==> config.mk <==
export PLATFORM = sky130hd
export DESIGN_NAME = board_rx_ctrl
export DESIGN_NICKNAME = d
export VERILOG_FILES = /design/src/rtl/board_pkg.sv /design/src/rtl/rx_watchdog.sv /design/src/rtl/board_rx_ctrl.sv
export SDC_FILE = /design/constraint.sdc
export NUM_CORES = 1
export LEC_CHECK = 0
export ABC_AREA = 1
export CORE_AREA = 2 2 278 143
export CTS_CLUSTER_DIAMETER = 40
export CTS_CLUSTER_SIZE = 28
export DETAILED_ROUTE_END_ITERATION = 12
export DIE_AREA = 0 0 280 145
export GPL_TIMING_DRIVEN = 0
export PLACE_DENSITY = 0.79
export SLEW_MARGIN = 10
export SYNTH_ARGS = -nofsm -noshare
export SYNTH_HDL_FRONTEND = slang
export SYNTH_HIERARCHICAL = 1
export SYNTH_SLANG_ARGS = --single-unit
export TNS_END_PERCENT = 50
==> constraint.sdc <==
create_clock -name clk_in -period 2.29 [get_ports clk_in]
set_clock_uncertainty 0.15 [all_clocks]
set_input_delay 0.458 -clock clk_in [delete_from_list [all_inputs] [get_ports clk_in]]
set_output_delay 0.458 -clock clk_in [all_outputs]
set_load 0.05 [all_outputs]
==> src/rtl/board_pkg.sv <==
// -----------------------------------------------------------------------------
// board_pkg
// Shared types and constants for the serial board receiver controller.
//   cell_t       : 2-bit intersection code (00 empty, 01 black, 10 white, 11 illegal)
//   ctrl_state_t : sequencing states of board_rx_ctrl
//   board_t      : full 162-bit frame, cell i = bits [2i+1:2i]
// -----------------------------------------------------------------------------
package board_pkg;

    localparam int CELLS     = 81;
    localparam int PKT_LNGTH = 2 * CELLS;
    localparam int IDX_W     = $clog2(CELLS);

    typedef logic [PKT_LNGTH-1:0] board_t;

    typedef enum logic [1:0] {
        EMPTY   = 2'b00,
        BLACK   = 2'b01,
        WHITE   = 2'b10,
        ILLEGAL = 2'b11
    } cell_t;

    typedef enum logic [2:0] {
        IDLE,
        RECV,
        CHECK,
        PUBLISH,
        RECOVER
    } ctrl_state_t;

    // Extract cell idx from a board; {idx,0} is the bit offset 2*idx.
    function automatic cell_t cell_at(input board_t b, input logic [IDX_W-1:0] idx);
        return cell_t'(b[{idx, 1'b0} +: 2]);
    endfunction

    // 8-bit counter increment that sticks at all-ones.
    function automatic logic [7:0] sat_inc8(input logic [7:0] v);
        return (v == 8'hFF) ? v : v + 8'd1;
    endfunction

endpackage

==> src/rtl/rx_watchdog.sv <==
// -----------------------------------------------------------------------------
// rx_watchdog
// Stall detector and receiver-reset sequencer.
//   clk_in, rst_in : clock, synchronous active-high reset
//   arm            : controller is waiting for a frame to complete
//   sig            : synchronized serial line; the first low sample starts timing
//   clear          : drop any armed/counting state
//   expired        : one-cycle pulse, TIMEOUT_CYC cycles after the first low sample
//   rx_rst         : reset to the receiver; high during rst_in and for RST_CYC
//                    cycles after expired
//   rst_done       : last cycle of an rx_rst pulse
// -----------------------------------------------------------------------------
module rx_watchdog
    import board_pkg::*;
#(
    parameter int TIMEOUT_CYC = 2_000_000,
    parameter int RST_CYC     = 16
) (
    input  logic clk_in,
    input  logic rst_in,
    input  logic arm,
    input  logic sig,
    input  logic clear,
    output logic expired,
    output logic rx_rst,
    output logic rst_done
);

    localparam int CNT_W = $clog2(TIMEOUT_CYC);
    localparam int RC_W  = $clog2(RST_CYC + 1);
    localparam logic [CNT_W-1:0] CNT_LAST = CNT_W'(TIMEOUT_CYC - 1);
    localparam logic [RC_W-1:0]  RST_LAST = RC_W'(RST_CYC - 1);

    logic             running;
    logic [CNT_W-1:0] cnt;
    logic [RC_W-1:0]  rst_cnt;

    // The arming sample holds cnt at 0, so cnt == k after k further cycles.
    assign expired  = arm && running && (cnt == CNT_LAST);
    assign rst_done = rx_rst && (rst_cnt == '0);

    // NOTE: sequential state is written with non-blocking assignments only, so
    // every register samples pre-edge values regardless of block order.
    always_ff @(posedge clk_in) begin
        if (rst_in || clear || expired) begin
            running <= 1'b0;
            cnt     <= '0;
        end else if (arm) begin
            if (running)
                cnt <= cnt + CNT_W'(1);
            else if (!sig)
                running <= 1'b1;
        end
    end

    // rx_rst comes up with rst_in and drops the first cycle after it; a
    // recovery holds it for RST_CYC cycles by counting rst_cnt down to 0.
    always_ff @(posedge clk_in) begin
        if (rst_in) begin
            rx_rst  <= 1'b1;
            rst_cnt <= '0;
        end else if (expired) begin
            rx_rst  <= 1'b1;
            rst_cnt <= RST_LAST;
        end else if (rx_rst) begin
            if (rst_cnt == '0)
                rx_rst <= 1'b0;
            else
                rst_cnt <= rst_cnt - RC_W'(1);
        end
    end

endmodule

==> src/rtl/board_rx_ctrl.sv <==
// -----------------------------------------------------------------------------
// board_rx_ctrl
// Sequencing controller for the 162-bit serial board receiver. Waits for a
// frame to complete (rx_ready rising), captures it, scans the 81 cells one per
// cycle for illegal codes and changes, then publishes legal boards over a
// valid/ready handshake. A watchdog recovers the receiver from stalled frames.
//
// Ports:
//   clk_in, rst_in   clock, synchronous active-high reset
//   rx_ready         receiver idle flag (low while a frame is armed/being read)
//   rx_data          receiver parallel frame, cell i = rx_data[2i+1:2i]
//   rx_sig           synchronized serial line (watchdog only)
//   rx_rst           reset to the receiver
//   board_out        last published board
//   board_valid      board_out holds an unconsumed board
//   board_ready      consumer accepts the board
//   board_diff       published board differs from the one it replaced
//   err_cnt          saturating count of rejected frames
//   overrun_cnt      saturating count of unconsumed boards overwritten
//   timeout_cnt      saturating count of watchdog recoveries
//   black_cnt        black stones in the published board
//   white_cnt        white stones in the published board
//
// Build option: define BOARD_STATS_EN to enable black_cnt/white_cnt; when
// undefined both are tied to 0.
// -----------------------------------------------------------------------------
module board_rx_ctrl
    import board_pkg::*;
#(
    parameter int TIMEOUT_CYC = 2_000_000,
    parameter int RST_CYC     = 16
) (
    input  logic                 clk_in,
    input  logic                 rst_in,
    input  logic                 rx_ready,
    input  logic [PKT_LNGTH-1:0] rx_data,
    input  logic                 rx_sig,
    output logic                 rx_rst,
    output logic [PKT_LNGTH-1:0] board_out,
    output logic                 board_valid,
    input  logic                 board_ready,
    output logic                 board_diff,
    output logic [7:0]           err_cnt,
    output logic [7:0]           overrun_cnt,
    output logic [7:0]           timeout_cnt,
    output logic [6:0]           black_cnt,
    output logic [6:0]           white_cnt
);

    localparam logic [IDX_W-1:0] IDX_LAST = IDX_W'(CELLS - 1);

    ctrl_state_t      state, state_nxt;
    logic             rx_ready_q, rx_ready_qq;
    logic             rx_rise;
    board_t           shadow;
    logic [IDX_W-1:0] idx;
    logic             illegal_flag, diff_flag;
    cell_t            cell_new, cell_old;

    logic load_frame, scan, publish, wd_arm, wd_clear;
    logic wd_expired, wd_done;
    logic transfer;

    // rx_ready goes through two registers; the rise is seen one cycle after
    // the edge that first samples it high.
    always_ff @(posedge clk_in) begin
        if (rst_in) begin
            rx_ready_q  <= 1'b1;
            rx_ready_qq <= 1'b1;
        end else begin
            rx_ready_q  <= rx_ready;
            rx_ready_qq <= rx_ready_q;
        end
    end

    assign rx_rise  = rx_ready_q && !rx_ready_qq;
    assign transfer = board_valid && board_ready;
    assign cell_new = cell_at(shadow, idx);
    assign cell_old = cell_at(board_out, idx);

    rx_watchdog #(
        .TIMEOUT_CYC (TIMEOUT_CYC),
        .RST_CYC     (RST_CYC)
    ) u_watchdog (
        .clk_in   (clk_in),
        .rst_in   (rst_in),
        .arm      (wd_arm),
        .sig      (rx_sig),
        .clear    (wd_clear),
        .expired  (wd_expired),
        .rx_rst   (rx_rst),
        .rst_done (wd_done)
    );

    // ---------------- FSM: state register ----------------
    always_ff @(posedge clk_in) begin
        if (rst_in)
            state <= IDLE;
        else
            state <= state_nxt;
    end

    // ---------------- FSM: next state ----------------
    // NOTE: the default assignment before the case keeps this block purely
    // combinational; a path that leaves state_nxt unassigned would infer a latch.
    always_comb begin
        state_nxt = state;
        case (state)
            IDLE:    if (!rx_ready) state_nxt = RECV;
            // A completed frame beats a coincident watchdog expiry.
            RECV:    if (rx_rise)         state_nxt = CHECK;
                     else if (wd_expired) state_nxt = RECOVER;
            CHECK:   if (idx == IDX_LAST) state_nxt = PUBLISH;
            PUBLISH: state_nxt = IDLE;
            RECOVER: if (wd_done) state_nxt = IDLE;
            default: state_nxt = IDLE;
        endcase
    end

    // ---------------- FSM: decoded controls ----------------
    always_comb begin
        load_frame = 1'b0;
        scan       = 1'b0;
        publish    = 1'b0;
        wd_arm     = 1'b0;
        wd_clear   = 1'b0;
        case (state)
            IDLE:    wd_clear = 1'b1;
            RECV: begin
                load_frame = rx_rise;
                // Disarming on the rise keeps the watchdog from firing on it.
                wd_arm     = !rx_rise;
            end
            CHECK:   scan    = 1'b1;
            PUBLISH: publish = 1'b1;
            default: ;
        endcase
    end

    // ---------------- capture and scan ----------------
    // NOTE: the shadow frame is an ordinary wide register, not a memory, so it
    // is cleared on reset; an aborted scan never leaves stale data behind.
    always_ff @(posedge clk_in) begin
        if (rst_in) begin
            shadow       <= '0;
            idx          <= '0;
            illegal_flag <= 1'b0;
            diff_flag    <= 1'b0;
        end else if (load_frame) begin
            shadow       <= rx_data;
            idx          <= '0;
            illegal_flag <= 1'b0;
            diff_flag    <= 1'b0;
        end else if (scan) begin
            if (cell_new == ILLEGAL)  illegal_flag <= 1'b1;
            if (cell_new != cell_old) diff_flag    <= 1'b1;
            if (idx != IDX_LAST)      idx          <= idx + IDX_W'(1);
        end
    end

    // ---------------- publish and handshake ----------------
    always_ff @(posedge clk_in) begin
        if (rst_in) begin
            board_out   <= '0;
            board_valid <= 1'b0;
            board_diff  <= 1'b0;
            err_cnt     <= '0;
            overrun_cnt <= '0;
        end else if (publish && !illegal_flag) begin
            board_out   <= shadow;
            board_diff  <= diff_flag;
            board_valid <= 1'b1;
            // A same-cycle transfer consumed the old board, so it is no overrun.
            if (board_valid && !board_ready)
                overrun_cnt <= sat_inc8(overrun_cnt);
        end else begin
            if (publish)
                err_cnt <= sat_inc8(err_cnt);
            if (transfer)
                board_valid <= 1'b0;
        end
    end

    always_ff @(posedge clk_in) begin
        if (rst_in)
            timeout_cnt <= '0;
        else if (wd_expired)
            timeout_cnt <= sat_inc8(timeout_cnt);
    end

    // ---------------- optional stone statistics ----------------
`ifdef BOARD_STATS_EN
    logic [6:0] black_acc, white_acc;

    always_ff @(posedge clk_in) begin
        if (rst_in) begin
            black_acc <= '0;
            white_acc <= '0;
            black_cnt <= '0;
            white_cnt <= '0;
        end else if (load_frame) begin
            black_acc <= '0;
            white_acc <= '0;
        end else if (scan) begin
            if (cell_new == BLACK) black_acc <= black_acc + 7'd1;
            if (cell_new == WHITE) white_acc <= white_acc + 7'd1;
        end else if (publish && !illegal_flag) begin
            black_cnt <= black_acc;
            white_cnt <= white_acc;
        end
    end
`else
    assign black_cnt = '0;
    assign white_cnt = '0;
`endif

endmodule

==> impl_metrics.env <==
export IMPL_outcome="finished, violations left"
export IMPL_violations="setup timing"
export IMPL_clockBufferDepth=3
export IMPL_cts_root_buf="clkbuf_16"
export IMPL_fmax_mhz=402
export IMPL_holdWs_ps=301
export IMPL_core_um2=38200
export IMPL_synthTopCellsByArea="dfxtp_1 (44%), o21ai_0 (11%), nand2_1 (8.7%)"
export IMPL_syn_inst=2527
export IMPL_tritoncts="done"
export IMPL_start_util=0.462
export IMPL_synth_seq_area_share=0.444
export IMPL_syn_to_final_growth_pct=38.3
export IMPL_yosysWarnings=6
export IMPL_place_ws_ps=-1330
export IMPL_maxCapViolations=0
export IMPL_hpwl_um=61800
export IMPL_cts_num_sinks=392
export IMPL_grt_max_degree=22
export IMPL_dp_cells=3398
export IMPL_finalCritPeriodShare=1.09
export IMPL_wl_per_cell_um=24.4
export IMPL_gp_congestion=1.00
export IMPL_worstPathRequired_ps=2640
export IMPL_drc_errors=0
export IMPL_via_per_inst=5.91
export IMPL_min_period_ps=2490
export IMPL_antenna_found_initial=1
export IMPL_htree_levels=2
export IMPL_yosys_area_top_type_share=0.444
export IMPL_drtPass1Iterations=7
export IMPL_worstHoldPathType="register to register"
export IMPL_ant_nets=0
export IMPL_crit_arrival_ps=2840
export IMPL_first_iter_violations=3305
export IMPL_yosys_area_top_type="dfxtp_1"
export IMPL_cts_buffers=37
export IMPL_avgSynthCellArea_um2=6.99
export IMPL_multi_input_area_um2=8430
export IMPL_power_leakage_nw=10.8
export IMPL_nets=3145
export IMPL_synth_area_um2=17700
export IMPL_fp_dieH_um=145
export IMPL_ys_ff_latch=392
export IMPL_fill_cells=3393
export IMPL_hold_violations=0
export IMPL_placed_cell_area_um2=21900
export IMPL_clk_latency_ps=560
export IMPL_drive_above_1_share=0.122
export IMPL_grt_usage=0.401
export IMPL_portBuffers=355
export IMPL_die_area_um2=40600
export IMPL_worst_pin_slew_ps=1080
export IMPL_seqCellArea_um2=7860
export IMPL_ir_drop_mv=0.393
export IMPL_finalPower_w=0.0168
export IMPL_fin_cells=3506
export IMPL_cp_end_kind="register"
export IMPL_clk_pin_slew_worst_paths_ps=80
export IMPL_row_count=51
export IMPL_grt_pass1_wl_um=121000
export IMPL_crit_fanout=10
export IMPL_slew_viol_final=0
export IMPL_wl_um=85600
export IMPL_setup_viol=7
export IMPL_die_w_um=280
export IMPL_ioPinCount=370
export IMPL_design_area_um2=24400
export IMPL_vias=20727
export IMPL_layout_setup_ws_ps=-199
export IMPL_grt_overflow=0
export IMPL_relSlewSlack=0.281
export IMPL_grt_pass1_vias=18937
export IMPL_synth_cell_type_count=43
export IMPL_critPathKind="register to register"
export IMPL_rsz0062_at_grt="true"
export IMPL_power_density_nw_per_um2=689
export IMPL_worstSetupStartpointType="register"
==> cells by family (layout without fill, tap and decap cells) <==
group | count (synthesis) | count (layout) | synth area share
AOI/OAI and AO/OA | 770 | 770 | 0.225
buffers and inverters | 430 | 890 | 0.104
DFF | 392 | 392 | 0.444
other | 1 | 17 | 0.000212
adders and majority gates | 7 | 7 | 0.00496
and+or+nand+nor | 918 | 918 | 0.217
xor gates and xnor gates | 9 | 9 | 0.00446
==> report_power, final <==
| group | switching, W | internal, W | leakage, nW | total [W] |
|---|---|---|---|---|
| clock network | 0.00338 | 0.00353 | 0.661 | 0.00691 |
| logic | 0.00170 | 0.000979 | 6.97 | 0.00268 |
| registers | 0.000187 | 0.00706 | 3.16 | 0.00725 |
==> placed cells by master, fill, tap and decap left out, drive strengths merged, types with 7 or more instances in the layout <==
master / synthesis / final
a21oi: 309 / 309
buf: 64 / 104
clkbuf: 122 / 160
clkdlybuf4s50: 0 / 166
clkinv: 2 / 10
conb: 1 / 14
dfxtp: 392 / 392
dlygate4sd2: 0 / 189
ha: 7 / 7
inv: 242 / 258
nand2: 416 / 416
nand3: 123 / 123
nand4: 9 / 9
nor2: 343 / 343
nor3: 11 / 11
o211ai: 34 / 34
o21ai: 416 / 416
xor2: 7 / 7
==> final cells by class <==
class | count | share of cell area
Clock inverter | 27 | 0.0149
Timing Repair Buffer | 393 | 0.152
Tap cell | 503 | 0.0257
Multi-Input combinational cell | 1718 | 0.345
Buffer | 185 | 0.0614
Clock buffer | 41 | 0.0406
Antenna cell | 3 | 0.000307
Sequential cell | 392 | 0.321
Inverter | 244 | 0.0387
==> per-layer routing <==
metal / share of wire / up-vias / global-route usage
met5: 0.00075 / - / 0
met2: 0.39 / 1702 / 0.554
met3: 0.16 / 256 / 0.154
met1: 0.40 / 9632 / 0.562
li1: - / 9135 / -
met4: 0.039 / 2 / 0.143
==> registers in the layout, indices dropped and copies added (netlist names) <==
name	flops
board_diff	1
board_out	162
board_valid	1
diff_flag	1
err_cnt	8
idx	7
illegal_flag	1
overrun_cnt	8
rx_ready_q	1
rx_ready_qq	1
shadow	162
state	3
timeout_cnt	8
u_watchdog/cnt	21
u_watchdog/rst_cnt	5
u_watchdog/running	1
u_watchdog/rx_rst	1
==> cell usage after synthesis, drive strengths merged <==
library cell	n
nand2	416
o21ai	416
dfxtp	392
nor2	343
a21oi	309
inv	242
nand3	123
clkbuf	122
buf	64
o211ai	34
nor3	11
nand4	9
ha	7
xor2	7
nor4	6
a31oi	4
nand3b	3
nor3b	3
or2	3
a211oi	2
clkinv	2
o21bai	2
xnor2	2
and2	1
conb	1
o211a	1
o21a	1
o21ba	1
==> what timing repair did <==
item                                    CTS  global route
pin swaps                                27            30
gates resized for setup                 430           137
hold endpoints to repair                  0             0
endpoints found under the setup margin  546           275
gates cloned                              1             2
hold buffers                              0             0
buffers inserted                         30             5
==> worst max-delay path, stage by stage (launching register included) <==
cell,delay (ps)
dfxtp_1,440
inv_1,120
nor2_1,140
buf_4,280
nand3_1,170
nand2_1,100
nor2_1,40
nand2_1,150
nand3_2,130
nand2_4,140
a21oi_2,70
buf_4,140
nor3_2,210
o21a_1,140
==> through the flow <==
step                TNS (ps)  utilization
global placement     -297660        0.574
finish                  -471        0.640
CTS                    -70.7        0.629
global route            -796        0.639
floorplan                  0            -
detailed placement   -303640        0.574
==> final timing paths <==
path | from | end | slack [ps] | depth (start not counted)
max | idx[3] | illegal_flag | -200 | 13
min | u_watchdog/rst_cnt[4] | u_watchdog/rst_cnt[4] | 300 | 2
max reg2reg | idx[3] | illegal_flag | -200 | 13
min reg2reg | u_watchdog/rst_cnt[4] | u_watchdog/rst_cnt[4] | 300 | 2
No activity file was read; power rests on OpenSTA's default activity.
